==> src/rtl/branch_resolve_unit.sv <==
// Branch resolution: architectural icc, PC/nPC pair, Bicc/CALL/JMPL
// evaluation and SPARC delayed control transfer with annulled delay slots.
module branch_resolve_unit #(
  parameter logic [31:0] RESET_PC = 32'h0000_0000,
  parameter logic [31:0] PC_STEP  = 32'd4
) (
  input  logic        clk,
  input  logic        reset,
  input  logic        adv_in,
  input  logic        ex_valid_in,
  input  logic [1:0]  ex_op_in,
  input  logic [2:0]  ex_op2_in,
  input  logic [5:0]  ex_op3_in,
  input  logic [3:0]  ex_cond_in,
  input  logic        ex_a_in,
  input  logic [31:0] ex_target_in,
  input  logic        icc_we_in,
  input  logic        icc_n_in,
  input  logic        icc_z_in,
  input  logic        icc_v_in,
  input  logic        icc_c_in,
  output logic        icc_n_out,
  output logic        icc_z_out,
  output logic        icc_v_out,
  output logic        icc_c_out,
  output logic [31:0] pc_out,
  output logic [31:0] npc_out,
  output logic        redirect_out,
  output logic        annul_out
);

  typedef enum logic [1:0] {
    SEQ   = 2'd0,
    DSLOT = 2'd1,
    ANNUL = 2'd2
  } state_t;

  state_t      state_r, state_s;
  logic [31:0] pc_r, npc_r, npc_s;
  logic        n_r, z_r, v_r, c_r;
  logic        redirect_r, annul_r;
  logic        cond_true_s, eff_s, is_bicc_s, is_call_s, is_jmpl_s;
  logic        taken_s, annul_s;

  // Bicc condition evaluated against the registered (pre-update) icc.
  always_comb begin
    cond_true_s = 1'b0;
    case (ex_cond_in)
      4'b0000: cond_true_s = 1'b0;
      4'b0001: cond_true_s = z_r;
      4'b0010: cond_true_s = z_r | (n_r ^ v_r);
      4'b0011: cond_true_s = n_r ^ v_r;
      4'b0100: cond_true_s = c_r | z_r;
      4'b0101: cond_true_s = c_r;
      4'b0110: cond_true_s = n_r;
      4'b0111: cond_true_s = v_r;
      4'b1000: cond_true_s = 1'b1;
      4'b1001: cond_true_s = ~z_r;
      4'b1010: cond_true_s = ~(z_r | (n_r ^ v_r));
      4'b1011: cond_true_s = ~(n_r ^ v_r);
      4'b1100: cond_true_s = ~(c_r | z_r);
      4'b1101: cond_true_s = ~c_r;
      4'b1110: cond_true_s = ~n_r;
      4'b1111: cond_true_s = ~v_r;
      default: cond_true_s = 1'b0;
    endcase
  end

  // Control-transfer decode, annul decision, next nPC and next FSM state.
  always_comb begin
    eff_s     = ex_valid_in & (state_r != ANNUL);
    is_bicc_s = (ex_op_in == 2'b00) & (ex_op2_in == 3'b010);
    is_call_s = (ex_op_in == 2'b01);
    is_jmpl_s = (ex_op_in == 2'b10) & (ex_op3_in == 6'b111000);
    taken_s   = eff_s & (is_call_s | is_jmpl_s | (is_bicc_s & cond_true_s));
    // BA,a and untaken Bicc,a squash the slot; taken conditional Bicc,a does not.
    annul_s   = eff_s & is_bicc_s & ex_a_in &
                (~cond_true_s | (ex_cond_in == 4'b1000));
    if (taken_s) begin
      npc_s = ex_target_in;
    end else begin
      npc_s = npc_r + PC_STEP;
    end
    state_s = SEQ;
    case (state_r)
      SEQ, DSLOT: begin
        if (annul_s) begin
          state_s = ANNUL;
        end else if (taken_s) begin
          state_s = DSLOT;
        end else begin
          state_s = SEQ;
        end
      end
      ANNUL:   state_s = SEQ;
      default: state_s = SEQ;
    endcase
  end

  // Architectural state: all registers move only on an advancing edge.
  always_ff @(posedge clk or negedge reset) begin
    if (!reset) begin
      state_r    <= SEQ;
      pc_r       <= RESET_PC;
      npc_r      <= RESET_PC + PC_STEP;
      n_r        <= 1'b0;
      z_r        <= 1'b0;
      v_r        <= 1'b0;
      c_r        <= 1'b0;
      redirect_r <= 1'b0;
      annul_r    <= 1'b0;
    end else if (adv_in) begin
      state_r    <= state_s;
      pc_r       <= npc_r;
      npc_r      <= npc_s;
      redirect_r <= taken_s;
      annul_r    <= (state_s == ANNUL);
      if (eff_s & icc_we_in) begin
        n_r <= icc_n_in;
        z_r <= icc_z_in;
        v_r <= icc_v_in;
        c_r <= icc_c_in;
      end
    end
  end

  assign pc_out       = pc_r;
  assign npc_out      = npc_r;
  assign redirect_out = redirect_r;
  assign annul_out    = annul_r;
  assign icc_n_out    = n_r;
  assign icc_z_out    = z_r;
  assign icc_v_out    = v_r;
  assign icc_c_out    = c_r;

endmodule

==> config.mk <==
export PLATFORM = sky130hd
export DESIGN_NAME = branch_resolve_unit
export DESIGN_NICKNAME = d
export VERILOG_FILES = /design/src/rtl/branch_resolve_unit.sv
export SDC_FILE = /design/constraint.sdc
export NUM_CORES = 1
export LEC_CHECK = 0
export CAP_MARGIN = 5
export CORE_ASPECT_RATIO = 1.25
export CORE_MARGIN = 4
export CORE_UTILIZATION = 40
export DETAILED_ROUTE_END_ITERATION = 8
export PLACE_DENSITY = 0.72
export SETUP_SLACK_MARGIN = 0.05
export SLEW_MARGIN = 20
export SYNTH_ARGS = -nofsm -noshare
export SYNTH_HDL_FRONTEND = slang
export SYNTH_SLANG_ARGS = --single-unit
==> constraint.sdc <==
create_clock -name clk -period 4.9 [get_ports clk]
set_clock_uncertainty 0.1 [all_clocks]
set_input_delay 0.735 -clock clk [delete_from_list [all_inputs] [get_ports clk]]
set_output_delay 0.735 -clock clk [all_outputs]
set_load 0.01 [all_outputs]
### After elaboration in Yosys (flattened, before gate mapping)

Cells that the tools add are included.

* register bits: 72
* output and inout port bits: 70
* bits of input ports: 57

* equality and inequality tests: 22
* bitwise gates (word level): 23
* $add $sub $neg: 1
* reductions and logical operators: 5
* muxes and demuxes: 5

Operators with widths (count)
* $add A32 B3 Y32 const B: 1
* $eq A4 B4 Y1 const B: 8
* $mux W32: 1
* $eq A4 B3 Y1 const B: 4
* $pmux W1 S16: 1
* $and A1 B1 Y1: 9
* $eq A4 B2 Y1 const B: 2
* $not A1 Y1: 8
* $eq A6 B6 Y1 const B: 1
* $or A1 B1 Y1: 5
* $eq A2 B1 Y1 const B: 2
* $eq A2 B2 Y1 const B: 2
* $eq A4 B1 Y1 const B: 1
* $logic_not A2 Y1: 2
* $logic_not A4 Y1: 1
* $mux W2: 2
* $eq A3 B2 Y1 const B: 1
* $ne A2 B2 Y1 const B: 1
* $reduce_and A2 Y1: 1
* $reduce_or A2 Y1: 1
* $mux W1: 1
* $xor A1 B1 Y1: 1

### Logic depth before layout (Yosys ltp)

* word-level depth: 11
* gate-level depth with buffers: 10
* depth with buffers taken out: 7

### Least setup slack after synthesis

OpenSTA, ideal clock, no wires.

* path type: input-to-reg
* start: input ex_cond_in[3]
* end: register npc_r[14], in the netlist npc_out[14]
* buffers on the path: 4
* slack: 2.140 ns
* stages: 9
* arrival: 2.534 ns
* cells stage by stage: buf_2 > or4_4 > o211ai_4 > nor4bb_1 > buf_6 > or2_1 > buf_2 > buf_6 > a221o_1

* longest elaborated chain between the ends: 6
* elaborated cells on any way between the ends: 21
* classes of those cells: 15 x eq/ne; 2 x mux; 3 x bitwise; 1 x reduce/logical

RTL lines
* start, declared: line 14 `input logic [3:0] ex_cond_in,`
* $eq A4 B4 Y1, or another cell as far along: line 48 `case (ex_cond_in)`
* $pmux W1 S16 (*): line 48
* $and A1 B1 Y1 (*): line 75 `taken_s = eff_s & (is_call_s | is_jmpl_s | (is_bicc_s & cond_true_s));`
* $or A1 B1 Y1 (*): line 75
* $and A1 B1 Y1 (*): line 75
* $mux W32 (*): line 79 `if (taken_s) begin`
* end signal, assigned: line 105 `npc_r <= RESET_PC + PC_STEP;`
* end signal, assigned: line 115 `npc_r <= npc_s;`
* end, declared: line 39 `logic [31:0] pc_r, npc_r, npc_s;`

Mark *: on every way between the ends. The rest lies on a longest branch, timed or not.
A chain may end at the register's enable or synchronous reset.

### Final worst setup path

* start: input ex_cond_in[3]
* end: register npc_r[31], in the netlist npc_out[31]

Same word-level chain as after synthesis.

==> results.md <==
- Outcome: complete, no violations
- YS warnings: 0
- WL final: 10200 um
- CP Cell Sequence: clkdlybuf4s50_1 -> nor3b_1 -> a31oi_1 -> o2111a_1 -> o31ai_2 -> o21ai_0 -> a221o_1
- Setup TNS Final: 0 ns
- Area contributors post-synth: dfrtp_1, mux2_2, a221o_1
- FMAX: 0.311 GHz
- Setup Fix Bufs, Post-CTS: 0
- Share of synthesized registers carrying an async set or reset: 1.00
- Final setup fails: 0
- Critical path's largest stage delay: 0.83 ns
- Clock buffer depth: 2
- Crit. End Element: flop
- Synth Area in Compound Gates: 0.137
- Area grow syn2layout: 40.6%
- Post_cts resized: 0
- Routability cong.: 0.782
- Startpoint Class: input port
- Worst Tran Pin Value: 0.946 ns
- CP top delay family: compound AO/OA/AOI/OAI gates
- Tightest Hold Check Type: flop to flop
- Post-Synth Adder-Cell Area: 0.00340
- Leak pwr: 2.06 nW
- # IOs: 127
- Core outline area: 0.00884 mm2
- Worst slew margin: 0.368
- Syn_nets: 391
- Post-DR wirelength/cell: 17.6 um
- Final Cycle Share: 0.656
- Seq cells post-synth: 72
- Peak supply drop: 0.000250 V
- Grt ovf: 0
- CTS tree: built
- Buffers on Ports: 126
- Via density: 5.53
- Post-synth top area share: 0.483
- Post-synth top cells: dfrtp_1, mux2_2, nand2_1
- Setup slack at placement: 1.30 ns
- Simple-Gate Fraction of Synth Area: 0.157
- CTS root buffer: clkbuf_8
- Num CTS Buffers: 9
- Synth Cell Area: 0.00368 mm2
- Fillcell total: 777
- Post-synthesis xor/xnor area fraction: 0.0214
- Buf/Inv on CP: 1
- Largest family of logic cells by synthesized area: simple AND/OR/NAND/NOR gates
- CP max FO: 13
- Pin count of the biggest net entering global routing: 73
- Sequential area share after synthesis: 0.490
- Antenna Nets Post-Route: 0
- Setup Crit Path Kind: input port to flop
- Main synth FF type: dfrtp_1
- Sink Count: 72
- Initial Utilization: 0.416
- Drt first pass iters: 4
- Critical-path top delay cell: o31ai_2
- Reg clk slew, reported paths: 0.07 ns
- Initial antenna violation count: 0
- Skew-Pair Late Insertion Delay: 0.35 ns
- Leading area contributor after synthesis: dfrtp_1
- # diodes: 0
- Via count: 3198
- Ratio of cells with drive above 1 in the final layout: 0.153
- Multiplexer share of the synthesized area: 0.154
- CTS Hold Bufs: 0
- # rows: 38
- Max Transition Viols Final: 0
- Min Clock Period, post-route: 3.22 ns
- Vias in the first global route: 3296
- Chip height: 115 um
- First-pass GRT wire length: 16600 um
- Synthesized instance count: 333
- Final hold vios: 0
- Die footprint: 0.0108 mm2
- GRT Util Overall: 0.195
- Max Cap Violations: 0
- Critical path required time: 5.03 ns
- Most common cell in the netlist: dfrtp_1
- Synthesized area per cell: 11.0 um2
- Worst Slack Setup Final: 1.68 ns
- HPWL Detailed: 7270 um
- Post-synth EDFFs: 0
- Post-synthesis cell type count: 59
- Crit path DAT: 3.35 ns
- Final net count: 513
- Unrepaired setup endpoints after global routing: no
- Drc violations: 0
- Die X: 93.8 um
- Max H-tree Level: 3
- DRT iter0 DRCs: 199
- Power Density: 395 mW/mm2
-- where the power goes --
group          total (mW)  switching, mW  leakage (nW)  internal (mW)
clock               0.398          0.206        0.0794          0.192
sequential          0.904          0.158         0.830          0.746
combinational       0.741          0.288          1.15          0.453
total                2.04          0.652          2.06           1.39
-- kinds of logic after synthesis --
kind of cell | Yosys count
buffers and inverters | 30
DFF | 72
adders and majority gates | 1
and+or+nand+nor | 103
muxes | 51
xor gates and xnor gates | 9
AOI/OAI and AO/OA | 67
-- sequential cells by signal, summed over array words and instances, names as in the netlist --
| register | flops |
|---|---|
| pc_out | 32 |
| icc_v_out | 1 |
| annul_out | 1 |
| icc_z_out | 1 |
| icc_c_out | 1 |
| npc_out | 32 |
| icc_n_out | 1 |
| state_r | 2 |
| redirect_out | 1 |
-- worst paths after layout --
| check | from | endpoint | slack, ns | depth (start not counted) |
|---|---|---|---|---|
| max | ex_cond_in[3] | npc_out[31] | 1.68 | 7 |
| min | pc_out[11] | pc_out[11] | 0.40 | 1 |
| max reg2reg | npc_out[2] | npc_out[28] | 2.02 | 7 |
| min reg2reg | pc_out[11] | pc_out[11] | 0.40 | 1 |
| max in group asynchronous | reset | npc_out[19] | 3.69 | 1 |
| min in group asynchronous | reset | pc_out[1] | 0.42 | 1 |
-- worst reg2reg max path: stages (launching register included) --
cell and delay [ns]:
dfstp_2 0.60, ha_1 0.19, nand3_1 0.21, nor4_2 0.63, nand3_1 0.35, or4_1 0.47, a21o_1 0.19, o211ai_1 0.08
-- final cells by class --
type | instances | area (um2) | share of cell area
Sequential cell | 72 | 1800 | 0.349
Clock buffer | 13 | 149 | 0.0288
Multi-Input combinational cell | 231 | 1750 | 0.338
Inverter | 13 | 48.8 | 0.00943
Tap cell | 120 | 150 | 0.0290
Timing Repair Buffer | 128 | 1270 | 0.245
Clock inverter | 1 | 5.00 | 0.000968
-- per-layer routing --
layer,track usage,part of all wire,vias to the layer above
met2,0.339,0.51,115
li1,-,-,1491
met1,0.236,0.40,1583
met3,0.0556,0.076,9
met4,0.0559,0.011,0
met5,0,0,-
-- cell usage in the layout (no fill, tap or decap), types with 6 or more instances in the layout --
cell type,instances
dfrtp_1,71
nand3_1,15
nor4_1,6
nand2_1,21
a21oi_1,6
nor2_1,9
inv_1,13
mux2i_1,6
a221o_1,11
clkbuf_8,10
o21ai_0,17
mux2_2,45
nand4_1,9
nor3_1,9
xnor2_1,8
a21o_1,6
and3_1,7
clkdlybuf4s50_1,124
-- through the flow --
step	total power [mW]	util	hold WS, ns	instances	area [um2]
floorplan	1.21	-	0.339	333	3680
global placement	1.64	0.567	0.375	564	5020
detailed placement	1.66	0.567	0.379	564	5020
CTS	2.07	0.585	0.402	578	5170
global route	2.17	0.585	0.432	578	5170
finish	2.04	0.585	0.404	578	5170
Note: power is estimated with default switching activity, not from simulation.
